## src/rtl/sequence_unloader.sv

```systemverilog
// Parallel-to-chunk serializer: captures a query/database sequence pair and streams both out
// INPUT_WIDTH bits per beat, chunk 0 first, over a valid/ready handshake, then pulses done.
module sequence_unloader #(
    parameter int SEQ_LENGTH   = 32,
    parameter int LETTER_WIDTH = 2,
    parameter int INPUT_WIDTH  = 8,
    localparam int SEQ_W       = SEQ_LENGTH * LETTER_WIDTH,
    localparam int NUM_CHUNKS  = SEQ_W / INPUT_WIDTH,
    localparam int CNT_W       = $clog2(NUM_CHUNKS)
) (
    input  logic                   clk,
    input  logic                   rst,
    input  logic                   load,
    input  logic [SEQ_W-1:0]       query_seq_in,
    input  logic [SEQ_W-1:0]       database_seq_in,
    output logic                   busy,
    output logic                   out_valid,
    input  logic                   out_ready,
    output logic [INPUT_WIDTH-1:0] query_chunk_out,
    output logic [INPUT_WIDTH-1:0] database_chunk_out,
    output logic [CNT_W-1:0]       out_count,
    output logic                   out_last,
    output logic                   done
);

    typedef enum logic [1:0] {
        IDLE = 2'd0,
        SEND = 2'd1,
        DONE = 2'd2
    } state_t;

    localparam logic [CNT_W-1:0] LAST_CHUNK = CNT_W'(NUM_CHUNKS - 1);

    state_t           state;
    state_t           state_nxt;
    logic [CNT_W-1:0] count;
    logic [CNT_W-1:0] count_nxt;
    logic [SEQ_W-1:0] query_shadow;
    logic [SEQ_W-1:0] database_shadow;
    logic             capture;

    // Chunk i is the same bit slice the load path writes into its register i.
    logic [INPUT_WIDTH-1:0] query_chunks    [NUM_CHUNKS];
    logic [INPUT_WIDTH-1:0] database_chunks [NUM_CHUNKS];

    for (genvar i = 0; i < NUM_CHUNKS; i++) begin : g_chunks
        assign query_chunks[i]    = query_shadow[i*INPUT_WIDTH +: INPUT_WIDTH];
        assign database_chunks[i] = database_shadow[i*INPUT_WIDTH +: INPUT_WIDTH];
    end

    always_ff @(posedge clk) begin
        if (rst) begin
            state           <= IDLE;
            count           <= '0;
            query_shadow    <= '0;
            database_shadow <= '0;
        end else begin
            state <= state_nxt;
            count <= count_nxt;
            if (capture) begin
                query_shadow    <= query_seq_in;
                database_shadow <= database_seq_in;
            end
        end
    end

    // Outputs decode only registered state, so out_ready never reaches out_valid combinationally.
    always_comb begin
        state_nxt          = state;
        count_nxt          = count;
        capture            = 1'b0;
        busy               = 1'b0;
        out_valid          = 1'b0;
        query_chunk_out    = '0;
        database_chunk_out = '0;
        out_count          = '0;
        out_last           = 1'b0;
        done               = 1'b0;

        unique case (state)
            IDLE: begin
                if (load) begin
                    capture   = 1'b1;
                    count_nxt = '0;
                    state_nxt = SEND;
                end
            end
            SEND: begin
                busy               = 1'b1;
                out_valid          = 1'b1;
                query_chunk_out    = query_chunks[count];
                database_chunk_out = database_chunks[count];
                out_count          = count;
                out_last           = (count == LAST_CHUNK);
                if (out_ready) begin
                    if (count == LAST_CHUNK) begin
                        state_nxt = DONE;
                    end else begin
                        count_nxt = count + CNT_W'(1);
                    end
                end
            end
            DONE: begin
                busy      = 1'b1;
                done      = 1'b1;
                count_nxt = '0;
                state_nxt = IDLE;
            end
            default: begin
                state_nxt = IDLE;
                count_nxt = '0;
            end
        endcase
    end

endmodule

```

## config.mk

```make
export PLATFORM = sky130hd
export DESIGN_NAME = sequence_unloader
export DESIGN_NICKNAME = d
export VERILOG_FILES = /design/src/rtl/sequence_unloader.sv
export SDC_FILE = /design/constraint.sdc
export NUM_CORES = 1
export LEC_CHECK = 0
export BUFFER_PORTS_ARGS = -buffer_cell sky130_fd_sc_hd__clkbuf_2
export CELL_PAD_IN_SITES_DETAIL_PLACEMENT = 0
export CELL_PAD_IN_SITES_GLOBAL_PLACEMENT = 1
export CORE_MARGIN = 8
export CORE_UTILIZATION = 38
export CTS_BUF_LIST = sky130_fd_sc_hd__clkbuf_8 sky130_fd_sc_hd__clkbuf_16
export DETAILED_ROUTE_END_ITERATION = 8
export PLACE_DENSITY = 0.83
export SLEW_MARGIN = 20
export SYNTH_ARGS = -nofsm -noshare
export SYNTH_HDL_FRONTEND = slang
export SYNTH_SLANG_ARGS = --single-unit
```

## constraint.sdc

```tcl
create_clock -name clk -period 2.2 [get_ports clk]
set_input_delay 0.33 -clock clk [delete_from_list [all_inputs] [get_ports clk]]
set_output_delay 0.33 -clock clk [all_outputs]
set_load 0.005 [all_outputs]
```

### Word level (Yosys, flattened, before mapping)

Index checks and enable logic that the tools add are counted.

* add/sub/neg operators: 1
* order comparisons: 1
* equal/unequal tests: 7
* muxes and demuxes: 23
* bitwise operators: 1
* reduce and logical (&&, ||, !) cells: 4

Operator list (number)
* $bmux 8 s3: 2
* $mux 8: 6
* $mux 3: 4
* $ne 2x2->1 const B: 4
* $mux 1: 6
* $mux 2: 3
* $pmux 3 s2: 1
* $reduce_and 3->1: 2
* $ge 4x4->1 const B: 1
* $not 3->4: 1
* $pmux 2 s2: 1
* $add 3x1->3 const B: 1
* $eq 3x3->1 const B: 1
* $eq 2x1->1 const B: 1
* $eq 2x2->1 const B: 1
* $logic_not 2->1: 1
* $reduce_or 2->1: 1

* register bits after elaboration: 133
* bits of input ports: 132
* logic and storage cells: 41

### Depth between registers and ports, before layout

Gate-level depths: netlist of the first run.

* depth after elaboration: 5
* mapped depth: 7
* mapped depth without buffers: 6

### Worst setup path after synthesis of the first run

OpenSTA, ideal clock, no wires.

* path kind: reg-to-output
* start point: reg count[0]
* end point: out database_chunk_out[1]
* data arrival time: 1.345 ns
* required time: 1.870 ns
* setup slack: 0.525 ns
* stages on the path, launching flop included: 5
* path buffers: 2
* path through: dfxtp_1 buf_6 buf_12 mux4_2 o211a_1

* cells in the longest elaborated chain, start to end: 5

RTL lines
* start: declaration: line 36 `logic [CNT_W-1:0] count;`
* start signal: assignment: line 59 `count <= count_nxt;`
* $not 3->4 (implied by the code): line 92 `database_chunk_out = database_chunks[count];`
* $bmux 8 s3: line 92
* $mux 8 (implied by the code) (2 in series): line 92
* $mux 8: line 80 `unique case (state)`
* end: declaration: line 20 `output logic [INPUT_WIDTH-1:0] database_chunk_out,`

No other way between the ends. The select of a mux whose other input is x is not followed.

### Worst setup path in the final report of the first run

* start point: reg count[0]
* end point: out database_chunk_out[6]

Same word-level chain as after synthesis.

==> results of run 1 <==
## area by class of cell
cell class,instances,share of cell area
multi-input combinational,497,0.379
sequential,133,0.358
timing repair buffer,174,0.146
clock buffer,17,0.0570
tap,188,0.0315
clock inverter,15,0.0275
inverter,2,0.00101
## worst max-delay path, delay by kind of cell (launching register included)
family	cells	cell delay, ps
multiplexers	1	500
AO/OA/AOI/OAI	1	260
buffers and inverters	2	300
flip-flops	1	400
## state kept, by name, indices dropped and copies added (netlist names)
register	count
count	3
state	2
query_shadow	64
database_shadow	64
## cell usage in the layout (no fill, tap or decap), types with 2 or more instances in the layout
cell type	instances
a21oi_1	130
a22oi_1	16
and2_1	5
and2_4	2
buf_12	9
buf_4	9
bufinv_16	4
clkbuf_16	19
clkbuf_2	153
clkinv_2	2
clkinv_4	5
clkinvlp_4	3
dfxtp_1	131
dfxtp_4	2
ha_1	6
inv_1	2
mux2i_1	33
mux2i_2	3
mux4_2	15
nand2_1	257
nor2_1	6
o211a_1	16
## metal layers
layer  routed length (µm)  vias up  track usage
li1                     -     2598            -
met1                 7940     2404        0.232
met2                 8270      202        0.292
met3                 1670       15       0.0653
met4                  214        0       0.0537
met5                    0        -            0
## stage by stage
| stage | setup slack, ps | hold WS [ps] | util | setup TNS (ps) |
|---|---|---|---|---|
| 6_report | -7.10 | 131 | 0.497 | -7.10 |
| 5_1_grt | -47.2 | 124 | 0.497 | -377 |
| 4_1_cts | -50.3 | 119 | 0.492 | -178 |
| 3_5_place_dp | 340 | 445 | 0.448 | 0 |
| 3_3_place_gp | 359 | 441 | 0.448 | 0 |
| 2_1_floorplan | 525 | 432 | - | 0 |
## kinds of logic (layout without fill, tap and decap cells)
group	Yosys count	after routing
DFF	133	133
muxes	52	52
and+or+nand+nor	277	277
AOI/OAI and AO/OA	162	162
adders and majority gates	6	6
buffers and inverters	62	208
## report_power, final
group	internal (mW)	switching, mW	leakage, nW
Combinational	0.883	1.24	1.85
Sequential	2.84	0.288	1.09
Clock	1.90	1.10	0.299
Total	5.62	2.62	3.24
## synthesized netlist by cell type, drive strengths merged
master | n | share of area
nand2b | 1 | 0.0011
o211a | 16 | 0.028
and2 | 8 | 0.0091
mux2i | 36 | 0.062
a21oi | 130 | 0.11
mux4 | 16 | 0.068
nor2b | 1 | 0.0011
nor3 | 1 | 0.00086
ha | 6 | 0.013
buf | 31 | 0.029
clkbuf | 29 | 0.019
and2b | 2 | 0.0030
nor2 | 6 | 0.0039
nand2 | 258 | 0.17
a22oi | 16 | 0.021
dfxtp | 133 | 0.46
inv | 2 | 0.0013
## timing repair
| item | in CTS | in global routing |
|---|---|---|
| gates cloned | 1 | 2 |
| setup endpoints to repair | 16 | 16 |
| pin swaps | 0 | 0 |
| gates resized for setup | 12 | 5 |
| hold buffers | 0 | 0 |
| setup buffers | 0 | 4 |
## path summary, 6_finish.rpt
kind	startpoint	cells past startpoint	endpoint
worst max-delay path	count[0]	4	database_chunk_out[6]
worst min-delay path	query_seq_in[57]	3	query_shadow[57]
worst max register to register	count[0]	8	count[0]
worst min register to register	database_shadow[44]	2	database_shadow[44]
==> impl_metrics.env, run 1 <==
export IMPL_status="finished with violations"
export IMPL_violations="negative setup slack"
export IMPL_cts_tree="yes"
export IMPL_core_um2=15000
export IMPL_fillers=1455
export IMPL_fmax_mhz=453
export IMPL_clkTransAtPathRegs_ps=60
export IMPL_start_kind="flop"
export IMPL_drt_total_wl_mm=18.1
export IMPL_power_density_nw_per_um2=1100
export IMPL_avgSynthCellArea_um2=8.36
export IMPL_area_delta_synth_final_pct=29.0
export IMPL_worstSetupPathType="reg -> out"
export IMPL_multiInputGateArea_um2=2830
export IMPL_grt_usage=0.184
export IMPL_num_rows=45
export IMPL_start_util=0.385
export IMPL_slowest_delay_ps=500
export IMPL_grt_max_degree=65
export IMPL_seq_area_frac_synth=0.460
export IMPL_dpl_cell_count=987
export IMPL_fin_crit_sh=1.00
export IMPL_synth_xor_area_frac=0
export IMPL_post_dp_hpwl_mm=13.3
export IMPL_ys_ff_latch=133
export IMPL_htree_num_levels=4
export IMPL_diodes=0
export IMPL_insertion_delay_ps=410
export IMPL_ios=155
export IMPL_cts_buffers=17
export IMPL_worst_pin_slew_ps=446
export IMPL_slew_headroom=0.703
export IMPL_die_w_um=139
export IMPL_cp_max_fo=5
export IMPL_drcViolationCount=0
export IMPL_synth_cells=692
export IMPL_cpMaxStageDelayCell="mux4_2"
export IMPL_synthesis_nets=830
export IMPL_routabilityCongestion=0.781
export IMPL_crit_chain="clkbuf_16 -> mux4_2 -> o211a_1 -> clkbuf_2"
export IMPL_final_max_slew_violation_count=0
export IMPL_synth_compound_area_frac=0.161
export IMPL_required_ps=1870
export IMPL_synth_fa_ha_area_frac=0.0130
export IMPL_root_buffer="clkbuf_16"
export IMPL_peakVddDrop_uv=586
export IMPL_vias=5219
export IMPL_via_per_inst=5.09
export IMPL_register_area_um2=2670
export IMPL_grt_pass1_vias=5231
export IMPL_yosysWarningCount=0
export IMPL_rsz0062_at_grt="yes"
export IMPL_layout_setup_ws_ps=-7.10
export IMPL_initialDrtViolationCount=438
export IMPL_fp_dieH_um=139
export IMPL_syn_cell_area_um2=5790
export IMPL_skew_ps=4.49
export IMPL_cp_end_kind="output pin"
export IMPL_postRouteAntennaNets=0
export IMPL_first_pass_iters=6
export IMPL_clockBufferDepth=2
export IMPL_drive_above_1_share=0.277
export IMPL_hold_viol_final=0
export IMPL_antenna_found_initial=0
export IMPL_totalPowerFinal_mw=8.25
export IMPL_cp_arrival_ps=1880
export IMPL_port_buffers=154
export IMPL_wl_per_cell_um=17.6
export IMPL_die_area_um2=19400
export IMPL_final_cells=1026
export IMPL_hold_path_class="in -> reg"
export IMPL_yosys_area_share_simple=0.186
export IMPL_cts_sinks=133
export IMPL_num_nets_final=963
export IMPL_final_cell_area_um2=7470
export IMPL_period_needed_ps=2210
export IMPL_grt_pass1_wl_mm=28.0
export IMPL_maxCapViolations=0
export IMPL_ff2ff_setup_slack_ps=230
export IMPL_synth_top_family_by_area="simple AND/OR/NAND/NOR gates"
export IMPL_placed_area_um2=6740
export IMPL_overflow=0
export IMPL_power_leakage_nw=3.24
export IMPL_synth_mux_area_frac=0.130
export IMPL_synth_cell_types=23
export IMPL_setup_viol=1
Power figures use the tool's default switching activity.
==> inputs of run 2 (changes only) <==
CORE_ASPECT_RATIO = 1.1   (was default)
==> run 2 against run 1 <==
Via count down 0.11%. Setup slack better by 18 ps. The run now ends clean. Sequential cell count unchanged. Critical endpoint is now query_chunk_out[1]. Sequential share of layout area up 0.54 points. Highest routed layer unchanged. Largest power group unchanged.
==> impl_metrics.env, run 2 (same netlist as run 1, synthesis figures left out) <==
export IMPL_fp_dieH_um=145
export IMPL_num_nets_final=962
export IMPL_grt_pass1_wl_mm=27.9
export IMPL_hold_path_class="in -> reg"
export IMPL_postRouteAntennaNets=0
export IMPL_busiest_layer="met2"
export IMPL_grt_max_degree=55
export IMPL_mostFrequentLayoutCells="nand2_1, clkbuf_2, dfxtp_1, a21oi_1, mux2i_1"
export IMPL_hold_viol_final=0
export IMPL_fmax_mhz=457
export IMPL_final_common_cell="nand2_1"
export IMPL_antenna_found_initial=0
export IMPL_grtUsageMet3=0.0639
export IMPL_power_leakage_nw=3.19
export IMPL_dpl_cell_count=999
export IMPL_period_needed_ps=2190
export IMPL_cts_tree="yes"
export IMPL_cpMaxStageDelayCell="mux4_2"
export IMPL_num_rows=47
export IMPL_routabilityCongestion=0.853
export IMPL_worstSetupPathType="reg -> out"
export IMPL_cts_sinks=133
export IMPL_rsz0062_at_grt="yes"
export IMPL_grt_usage=0.186
export IMPL_slew_headroom=0.674
export IMPL_peakVddDrop_uv=482
export IMPL_start_util=0.386
export IMPL_grt_pass1_vias=5188
export IMPL_power_density_nw_per_um2=1080
export IMPL_final_max_slew_violation_count=0
export IMPL_overflow=0
export IMPL_die_w_um=134
export IMPL_fillers=1535
export IMPL_required_ps=1870
export IMPL_clkTransAtPathRegs_ps=60
export IMPL_drcViolationCount=0
export IMPL_start_kind="flop"
export IMPL_post_dp_hpwl_mm=13.9
export IMPL_vias=5213
export IMPL_final_cells=1029
export IMPL_skew_ps=6.07
export IMPL_grt_use_met2=0.291
export IMPL_die_area_um2=19400
export IMPL_first_pass_iters=7
export IMPL_cp_arrival_ps=1860
export IMPL_cp_max_fo=11
export IMPL_fin_crit_sh=0.995
export IMPL_cts_hold_buffers=0
export IMPL_root_buffer="clkbuf_16"
export IMPL_crit_chain="clkbuf_16 -> mux4_2 -> o211a_1 -> clkbuf_2"
export IMPL_drive_above_1_share=0.270
export IMPL_use_met1=0.235
export IMPL_worst_pin_slew_ps=489
export IMPL_setup_viol=0
export IMPL_port_buffers=154
export IMPL_core_um2=15000
export IMPL_ios=155
export IMPL_slowest_delay_ps=500
export IMPL_htree_num_levels=4
export IMPL_diodes=0
export IMPL_cts_setup_buffers=0
export IMPL_maxCapViolations=0
export IMPL_via_per_inst=5.07
export IMPL_drt_total_wl_mm=18.6
export IMPL_status="completed"
export IMPL_cts_buffers=17
export IMPL_clockBufferDepth=2
export IMPL_insertion_delay_ps=420
export IMPL_area_delta_synth_final_pct=27.0
export IMPL_initialDrtViolationCount=379
export IMPL_wl_per_cell_um=18.1
export IMPL_post_route_util=0.490
export IMPL_cp_end_kind="output pin"
export IMPL_reg_top3="database_shadow x64, query_shadow x64, count x3"
## run 2: cell types whose count changed in the layout (fill, tap and decap cells not counted), moves of 3 or more
| cell | before | now |
|---|---|---|
| clkinv_4 | 5 | 0 |
| clkbuf_8 | 0 | 5 |
| bufinv_16 | 4 | 1 |
| mux2i_2 | 3 | 0 |
| mux2i_1 | 33 | 36 |
## run 2: final timing paths
kind                            start             endpoint  slack, ps  cells past startpoint
setup reg to reg             count[0]             count[1]        280                      7
hold / removal    database_seq_in[10]  database_shadow[10]        130                      3
hold reg to reg   database_shadow[43]  database_shadow[43]        450                      2
setup / recovery             count[0]   query_chunk_out[1]         10                      4
## run 2: layout make-up
type	instances	area, µm²	share of cell area
multi-input cells	497	2830	0.385
flip-flops and latches	133	2670	0.363
repair buffers	173	1050	0.143
clock buffers	22	494	0.0673
well taps	196	245	0.0334
clock inverters	6	55.1	0.00749
inverters	2	7.51	0.00102
## run 2: metrics by stage
stage	power [mW]	area, µm²	setup WS [ps]	hold WS [ps]	setup TNS (ps)
3_3_place_gp	5.23	6770	405	441	0
6_report	7.93	7350	10.9	130	0
3_5_place_dp	5.26	6770	382	446	0
5_1_grt	8.33	7350	-44.3	130	-174
4_1_cts	7.90	7320	-26.4	118	-130
2_1_floorplan	4.46	5790	525	432	0
## run 2: per-layer routing
metal / vias to the layer above / share of wire
met5: - / 0
met4: 0 / 0.017
met3: 20 / 0.081
met2: 195 / 0.47
met1: 2412 / 0.43
li1: 2586 / -
## run 2: critical path: cells and delay by family, from the launching register on
family	cells	cell delay, ps
buffers and inverters	2	300
DFF	1	390
AOI/OAI and AO/OA	1	250
muxes	1	500
## run 2: timing repair
item / CTS / global route
pin swaps: 0 / 2
cloned: 0 / 2
setup endpoints to repair: 15 / 16
gates resized for setup: 2 / 13
## run 2: where the power goes
part / leakage [nW] / total, mW / internal (mW) / switching (mW)
logic: 1.82 / 2.15 / 0.892 / 1.25
registers: 1.09 / 3.14 / 2.84 / 0.294
clock network: 0.278 / 2.65 / 1.66 / 0.985
total: 3.19 / 7.93 / 5.40 / 2.53
